$ cat src/rtl/gesture_decoder_debounced_if.sv
// Sensor-to-gesture bus: raw sensor vector in, decoded gesture and status out.
interface gesture_decoder_debounced_if #(
    parameter int unsigned SENSOR_W = 4,
    parameter int unsigned CODE_W   = 4,
    parameter int unsigned CNT_W    = 8
) ();

    logic [SENSOR_W-1:0] sensor_in;
    logic [CODE_W-1:0]   gesture;
    logic                gesture_valid;
    logic                gesture_active;
    logic [CNT_W-1:0]    event_count;

    // Front-end / consumer side
    modport master (
        output sensor_in,
        input  gesture,
        input  gesture_valid,
        input  gesture_active,
        input  event_count
    );

    // Decoder side
    modport slave (
        input  sensor_in,
        output gesture,
        output gesture_valid,
        output gesture_active,
        output event_count
    );

endinterface

$ cat src/rtl/gesture_decoder_debounced.sv
// Debounced gesture decoder: synchronises a raw sensor vector, qualifies a stable
// pattern, maps it to a gesture code, holds it after release and counts events.
module gesture_decoder_debounced #(
    parameter int unsigned SENSOR_W = 4,
    parameter int unsigned CODE_W = 4,
    parameter logic [(2**SENSOR_W)*CODE_W-1:0] GESTURE_MAP = 64'h97F4E31AD65B8C20,
    parameter int unsigned STABLE_CYCLES = 8,
    parameter int unsigned HOLD_CYCLES = 16,
    parameter int unsigned CNT_W = 8
) (
    input logic clk,
    input logic rst_n,
    gesture_decoder_debounced_if.slave bus
);

    localparam int unsigned StabW = $clog2(STABLE_CYCLES + 1);
    localparam int unsigned HoldW = $clog2(HOLD_CYCLES + 1);
    localparam logic [StabW-1:0] StableMax = StabW'(STABLE_CYCLES);
    localparam logic [HoldW-1:0] HoldInit = HoldW'(HOLD_CYCLES);

    typedef enum logic [1:0] {StIdle, StQualify, StLatched, StRelease} state_e;

    state_e              state_q, state_d;
    logic [SENSOR_W-1:0] sync1_q, sync1_d;
    logic [SENSOR_W-1:0] s_q, s_d;
    logic [SENSOR_W-1:0] cand_q, cand_d;
    logic [StabW-1:0]    stab_q, stab_d;
    logic [HoldW-1:0]    hold_q, hold_d;
    logic                from_hold_q, from_hold_d;
    logic [CODE_W-1:0]   gesture_q, gesture_d;
    logic                valid_q, valid_d;
    logic [CNT_W-1:0]    count_q, count_d;
    logic [CODE_W-1:0]   code_s;
    logic                s_null;

    assign code_s = GESTURE_MAP[int'(s_q)*CODE_W +: CODE_W];
    // Patterns mapping to code 0 behave exactly like an all-zero input
    assign s_null = (code_s == '0);

    // Next-state, qualification, hold timer and event counter
    always_comb begin
        state_d     = state_q;
        sync1_d     = bus.sensor_in;
        s_d         = sync1_q;
        cand_d      = cand_q;
        stab_d      = stab_q;
        hold_d      = hold_q;
        from_hold_d = from_hold_q;
        gesture_d   = gesture_q;
        valid_d     = 1'b0;
        count_d     = count_q;

        unique case (state_q)
            StIdle: begin
                gesture_d = '0;
                if (!s_null) begin
                    cand_d      = s_q;
                    stab_d      = StabW'(1);
                    from_hold_d = 1'b0;
                    state_d     = StQualify;
                end
            end
            StQualify: begin
                // A pending hold keeps running, but never expires mid-qualify
                if (from_hold_q && (hold_q > HoldW'(1))) begin
                    hold_d = hold_q - 1'b1;
                end
                if (s_null) begin
                    state_d = from_hold_q ? StRelease : StIdle;
                end else if (s_q == cand_q) begin
                    if (stab_q >= StableMax) begin
                        gesture_d = code_s;
                        valid_d   = 1'b1;
                        count_d   = (&count_q) ? count_q : count_q + 1'b1;
                        state_d   = StLatched;
                    end else begin
                        stab_d = stab_q + 1'b1;
                    end
                end else begin
                    cand_d = s_q;
                    stab_d = StabW'(1);
                end
            end
            StLatched: begin
                if (s_null) begin
                    hold_d  = HoldInit;
                    state_d = StRelease;
                end else if (s_q != cand_q) begin
                    cand_d      = s_q;
                    stab_d      = StabW'(1);
                    from_hold_d = 1'b1;
                    hold_d      = HoldInit;
                    state_d     = StQualify;
                end
            end
            StRelease: begin
                if (!s_null) begin
                    cand_d      = s_q;
                    stab_d      = StabW'(1);
                    from_hold_d = 1'b1;
                    if (hold_q > HoldW'(1)) begin
                        hold_d = hold_q - 1'b1;
                    end
                    state_d = StQualify;
                end else if (hold_q <= HoldW'(1)) begin
                    hold_d    = '0;
                    gesture_d = '0;
                    state_d   = StIdle;
                end else begin
                    hold_d = hold_q - 1'b1;
                end
            end
            default: state_d = StIdle;
        endcase
    end

    // State and datapath registers with synchronous active-low reset
    always_ff @(posedge clk) begin
        if (!rst_n) begin
            state_q     <= StIdle;
            sync1_q     <= '0;
            s_q         <= '0;
            cand_q      <= '0;
            stab_q      <= '0;
            hold_q      <= '0;
            from_hold_q <= 1'b0;
            gesture_q   <= '0;
            valid_q     <= 1'b0;
            count_q     <= '0;
        end else begin
            state_q     <= state_d;
            sync1_q     <= sync1_d;
            s_q         <= s_d;
            cand_q      <= cand_d;
            stab_q      <= stab_d;
            hold_q      <= hold_d;
            from_hold_q <= from_hold_d;
            gesture_q   <= gesture_d;
            valid_q     <= valid_d;
            count_q     <= count_d;
        end
    end

    assign bus.gesture        = gesture_q;
    assign bus.gesture_valid  = valid_q;
    assign bus.gesture_active = (state_q == StLatched) || (state_q == StRelease);
    assign bus.event_count    = count_q;

endmodule
$ cat src/flat_wrapper.sv
// flat-port wrapper written by rule: the top's interface ports become plain ports
module gesture_decoder_debounced_flat 
#(
    parameter int unsigned SENSOR_W = 4,
    parameter int unsigned CODE_W = 4,
    parameter logic [(2**SENSOR_W)*CODE_W-1:0] GESTURE_MAP = 64'h97F4E31AD65B8C20,
    parameter int unsigned STABLE_CYCLES = 8,
    parameter int unsigned HOLD_CYCLES = 16,
    parameter int unsigned CNT_W = 8
)
  (clk, rst_n, bus_sensor_in, bus_gesture, bus_gesture_valid, bus_gesture_active, bus_event_count);
  gesture_decoder_debounced_if #(.SENSOR_W(SENSOR_W), .CODE_W(CODE_W), .CNT_W(CNT_W)) bus_i ();
  input logic clk;
  input logic rst_n;
  input wire logic [$bits(bus_i.sensor_in)-1:0] bus_sensor_in;
  output wire logic [$bits(bus_i.gesture)-1:0] bus_gesture;
  output wire logic [$bits(bus_i.gesture_valid)-1:0] bus_gesture_valid;
  output wire logic [$bits(bus_i.gesture_active)-1:0] bus_gesture_active;
  output wire logic [$bits(bus_i.event_count)-1:0] bus_event_count;
  assign bus_i.sensor_in = bus_sensor_in;
  assign bus_gesture = bus_i.gesture;
  assign bus_gesture_valid = bus_i.gesture_valid;
  assign bus_gesture_active = bus_i.gesture_active;
  assign bus_event_count = bus_i.event_count;
  gesture_decoder_debounced #(.SENSOR_W(SENSOR_W), .CODE_W(CODE_W), .GESTURE_MAP(GESTURE_MAP), .STABLE_CYCLES(STABLE_CYCLES), .HOLD_CYCLES(HOLD_CYCLES), .CNT_W(CNT_W)) u_core (.clk(clk), .rst_n(rst_n), .bus(bus_i));
endmodule
$ cat config.mk
export PLATFORM = sky130hd
export DESIGN_NAME = gesture_decoder_debounced_flat
export DESIGN_NICKNAME = d
export VERILOG_FILES = /design/src/rtl/gesture_decoder_debounced_if.sv /design/src/rtl/gesture_decoder_debounced.sv /design/src/flat_wrapper.sv
export SDC_FILE = /design/constraint.sdc
export NUM_CORES = 1
export LEC_CHECK = 0
export ABC_CLOCK_PERIOD_IN_PS = 3000
export CAP_MARGIN = 20
export CORE_MARGIN = 2
export CORE_UTILIZATION = 39
export CTS_CLUSTER_DIAMETER = 120
export DETAILED_ROUTE_END_ITERATION = 12
export HOLD_SLACK_MARGIN = 0.02
export PLACE_DENSITY_LB_ADDON = 0.2
export SLEW_MARGIN = 20
export SYNTH_ARGS = -nofsm -noshare
export SYNTH_HDL_FRONTEND = slang
export SYNTH_SLANG_ARGS = --single-unit
$ cat constraint.sdc
create_clock -name clk -period 3 [get_ports clk]
set_clock_uncertainty 0.2 [all_clocks]
set_input_delay 0.3 -clock clk [delete_from_list [all_inputs] [get_ports clk]]
set_output_delay 0.3 -clock clk [all_outputs]
set_load 0.005 [all_outputs]
==> results by group, run 1 <==
Die
  – Die area: 6380 µm²
  – IO Count: 20
  – Die X: 79.8 µm
  – Number of cell rows: 27
  – Starting density of the core: 40.5%
  – Die span in y: about 80 µm
  – Core area: about 5500 µm²

Placement
  – IO Port Bufs: 19
  – GP Congestion: slightly above 0.8
  – Pre-CTS WS: between 100 and 150 ps
  – Placed inst area: 2480 µm²
  – HPWL Detailed: about 3200 µm

STA
  – Setup TNS after final layout: 0 ps
  – Period utilization: 93.8%
  – Final Worst Setup Slack: 186 ps
  – Final max-slew violation count: 0
  – RSZ-0062 raised after global routing: false
  – Final setup vio count: 0
  – Worst-margin pin slew: approximately 700 ps
  – Tmin final: around 2800 ps
  – Slew HR: a little over half
  – Fmax: 355 MHz
  – Final hold violation count: 0

Synthesis
  – Synth Area in Adders: ~8.9%
  – Yosys warning count: 0
  – Synth Area in Compound Gates: between 20% and 30%
  – Synth Cell Area: approximately 2200 µm²
  – Post-synth ARST share: 0%
  – Ys flop type: dfxtp_1
  – Sequential share of the synthesized area: about 33%
  – Mux share of post-synthesis cell area: 3.68%
  – Synth cell types: 60
  – Mean Syn Cell Area: 9.23 µm²
  – Syn_nets: 265
  – Largest family of logic cells by synthesized area: compound AO/OA/AOI/OAI gates
  – EDFF count, synth: 0
  – Post-synthesis xor/xnor area fraction: under 10%
  – Synth Area in Simple Gates: approximately 20%
  – Syn Inst Count: approximately 240
  – Synthesized flop and latch total: 37

CTS
  – CTS resizes: 0
  – Worst skew pair latency: roughly 280 ps
  – CTS Buffer Depth: 2
  – TritonCTS Buffers: 5
  – Setup repair bufs after CTS: 0
  – Root Buffer: clkbuf_8
  – # hold bufs at CTS: 0
  – CTS sink count: 37
  – Worst-path clk slew: ~70 ps
  – CTS tree: done
  – H-tree Lvls: 2

Detailed routing
  – Post-route ant nets: 0
  – Wirelength per Cell: 13.9 µm
  – Via count: 1,791
  – Pre-antenna DRT Iters: 4
  – Via density per instance: ~5.4
  – DRT iter0 DRCs: 112
  – Final WL: about 4600 µm
  – # DRC: 0

Power and ir drop
  – Power density over the cells: 577 nW/µm²
  – Tot Pwr: roughly 1500 µW
  – Leakage: roughly 0.00097 µW
  – Peak supply drop: about 360 µV

Flow run
  – MaxCap Viol Count: 0

Global route
  – GRT Overall Usage: between 10% and 20%
  – Global-route wire length before repair: between 7000 and 8000 µm
  – Vias in the first global route: around 1,700
  – Gr ovfl total: 0
  – Initial antenna violation count: 0
  – Largest net degree at the start of global routing: 40

Min path
  – Min-delay worst type: reg2reg
  – Min-Delay Startpoint: u_core.s_d[2]

Setup path
  – Worst Path Class, Setup: reg2reg
  – Critical Path Source Type: flip-flop
  – CP Capture Type: flip-flop
  – Crit. Startpoint: u_core.s_q[1]
  – Crit path max fanout: 7
  – Crit path DAT: about 2800 ps
  – Req. time, crit path: approximately 3000 ps
  – Crit Reg-Reg Startpoint: u_core.s_q[1]

Final layout
  – Most frequent cells in the layout: dfxtp_1 (37), nand2_1 (25), clkdlybuf4s50_1 (19), ha_1 (16)
  – Antenna diode count: 0
  – Commonest non-fill, non-tap cell in the layout: dfxtp_1
  – Design area: 2570 µm²
  – Share of cells above drive strength 1: roughly an eighth
  – Final nets: around 280
  – P&R area growth vs syn: 14.6%

Status
  – Status: complete, no violations
metrics by stage:
| stage | util [%] | hold slack, ps | instances |
|---|---|---|---|
| final | 46.4 | 232 | 332 |
| after global routing | 46.4 | 252 | 332 |
| after CTS | 46.4 | 234 | 332 |
| after detailed placement | 44.8 | 217 | 325 |
| after global placement | 44.8 | 216 | 325 |
| after floorplan | - | 212 | 243 |
path summary, 6_finish.rpt:
path / end / cells past startpoint / slack (ps)
max: u_core.hold_q[1] / 8 / 190
min: u_core.s_q[2] / 1 / 230
min reg2reg: u_core.s_q[2] / 1 / 230
max reg2reg: u_core.hold_q[1] / 8 / 190
cells by family after synthesis:
kind of cell               after synthesis
muxes                                    7
and+or+nand+nor                         83
adders and majority gates               16
DFF                                     37
AOI/OAI and AO/OA                       67
buffers and inverters                   28
xor gates and xnor gates                 5
final cells by class:
type	instances	area [µm²]
fillers	549	2970
multi-input cells	178	1370
flip-flops and latches	37	741
repair buffers	25	235
well taps	72	90.1
clock buffers	7	86.3
inverters	13	48.8
registers in the layout, summed over array words and instances (netlist names):
name and flops:
u_core.bus.gesture_valid 1, u_core.s_d 4, u_core.state_q 2, u_core.stab_q 4
u_core.cand_q 4, u_core.bus.gesture 4, u_core.s_q 4, u_core.from_hold_q 1
u_core.hold_q 5, u_core.bus.event_count 8
Yosys cell counts (3+ instances only):
cell type	n	share of area, %
o31ai_2	3	1.7
o31ai_1	6	2.0
o21ai_0	6	1.3
o22ai_1	6	1.7
clkbuf_1	8	1.3
o211a_1	4	1.8
a21oi_1	9	2.0
nand2_1	25	4.2
and3_1	3	0.84
or3_1	3	0.84
buf_6	3	1.5
ha_1	16	8.9
xor2_1	3	1.2
a211oi_1	4	1.3
and2_1	9	2.5
o211ai_1	5	1.7
nor3_1	4	0.89
nor2_1	12	2.0
inv_1	12	2.0
dfxtp_1	37	33
mux2i_1	6	2.7
or4_1	5	1.7
nand3_1	8	1.8
worst max-delay path: stages, from the launching register on:
cell	delay (ps)
dfxtp_1	470
inv_1	130
ha_1	350
inv_2	40
mux4_2	500
and2_4	200
a32oi_2	220
or3b_4	450
o31ai_2	180
report_power, final:
group          internal, µW  switching (µW)  total [µW]
Sequential              541            49.5         591
Combinational           232             314         547
Clock                   182             164         347
layer usage:
layer  routed length (µm)  GRT usage [%]  share of wire [%]  up-vias
met5                    0              0                  0        -
met4                   42           5.08               0.91        0
met3                  117           3.51                2.5        5
met2                 2120           25.2                 46       18
met1                 2330           19.2                 50      848
li1                     -              -                  -      920
Note: power is estimated with default switching activity, not from simulation.
==> run 2, diff against run 1 <==
- CAP_MARGIN: 20 -> 30
==> results of run 2 <==
Same layout as run 1: the final DEF is identical, and so are final timing and power.
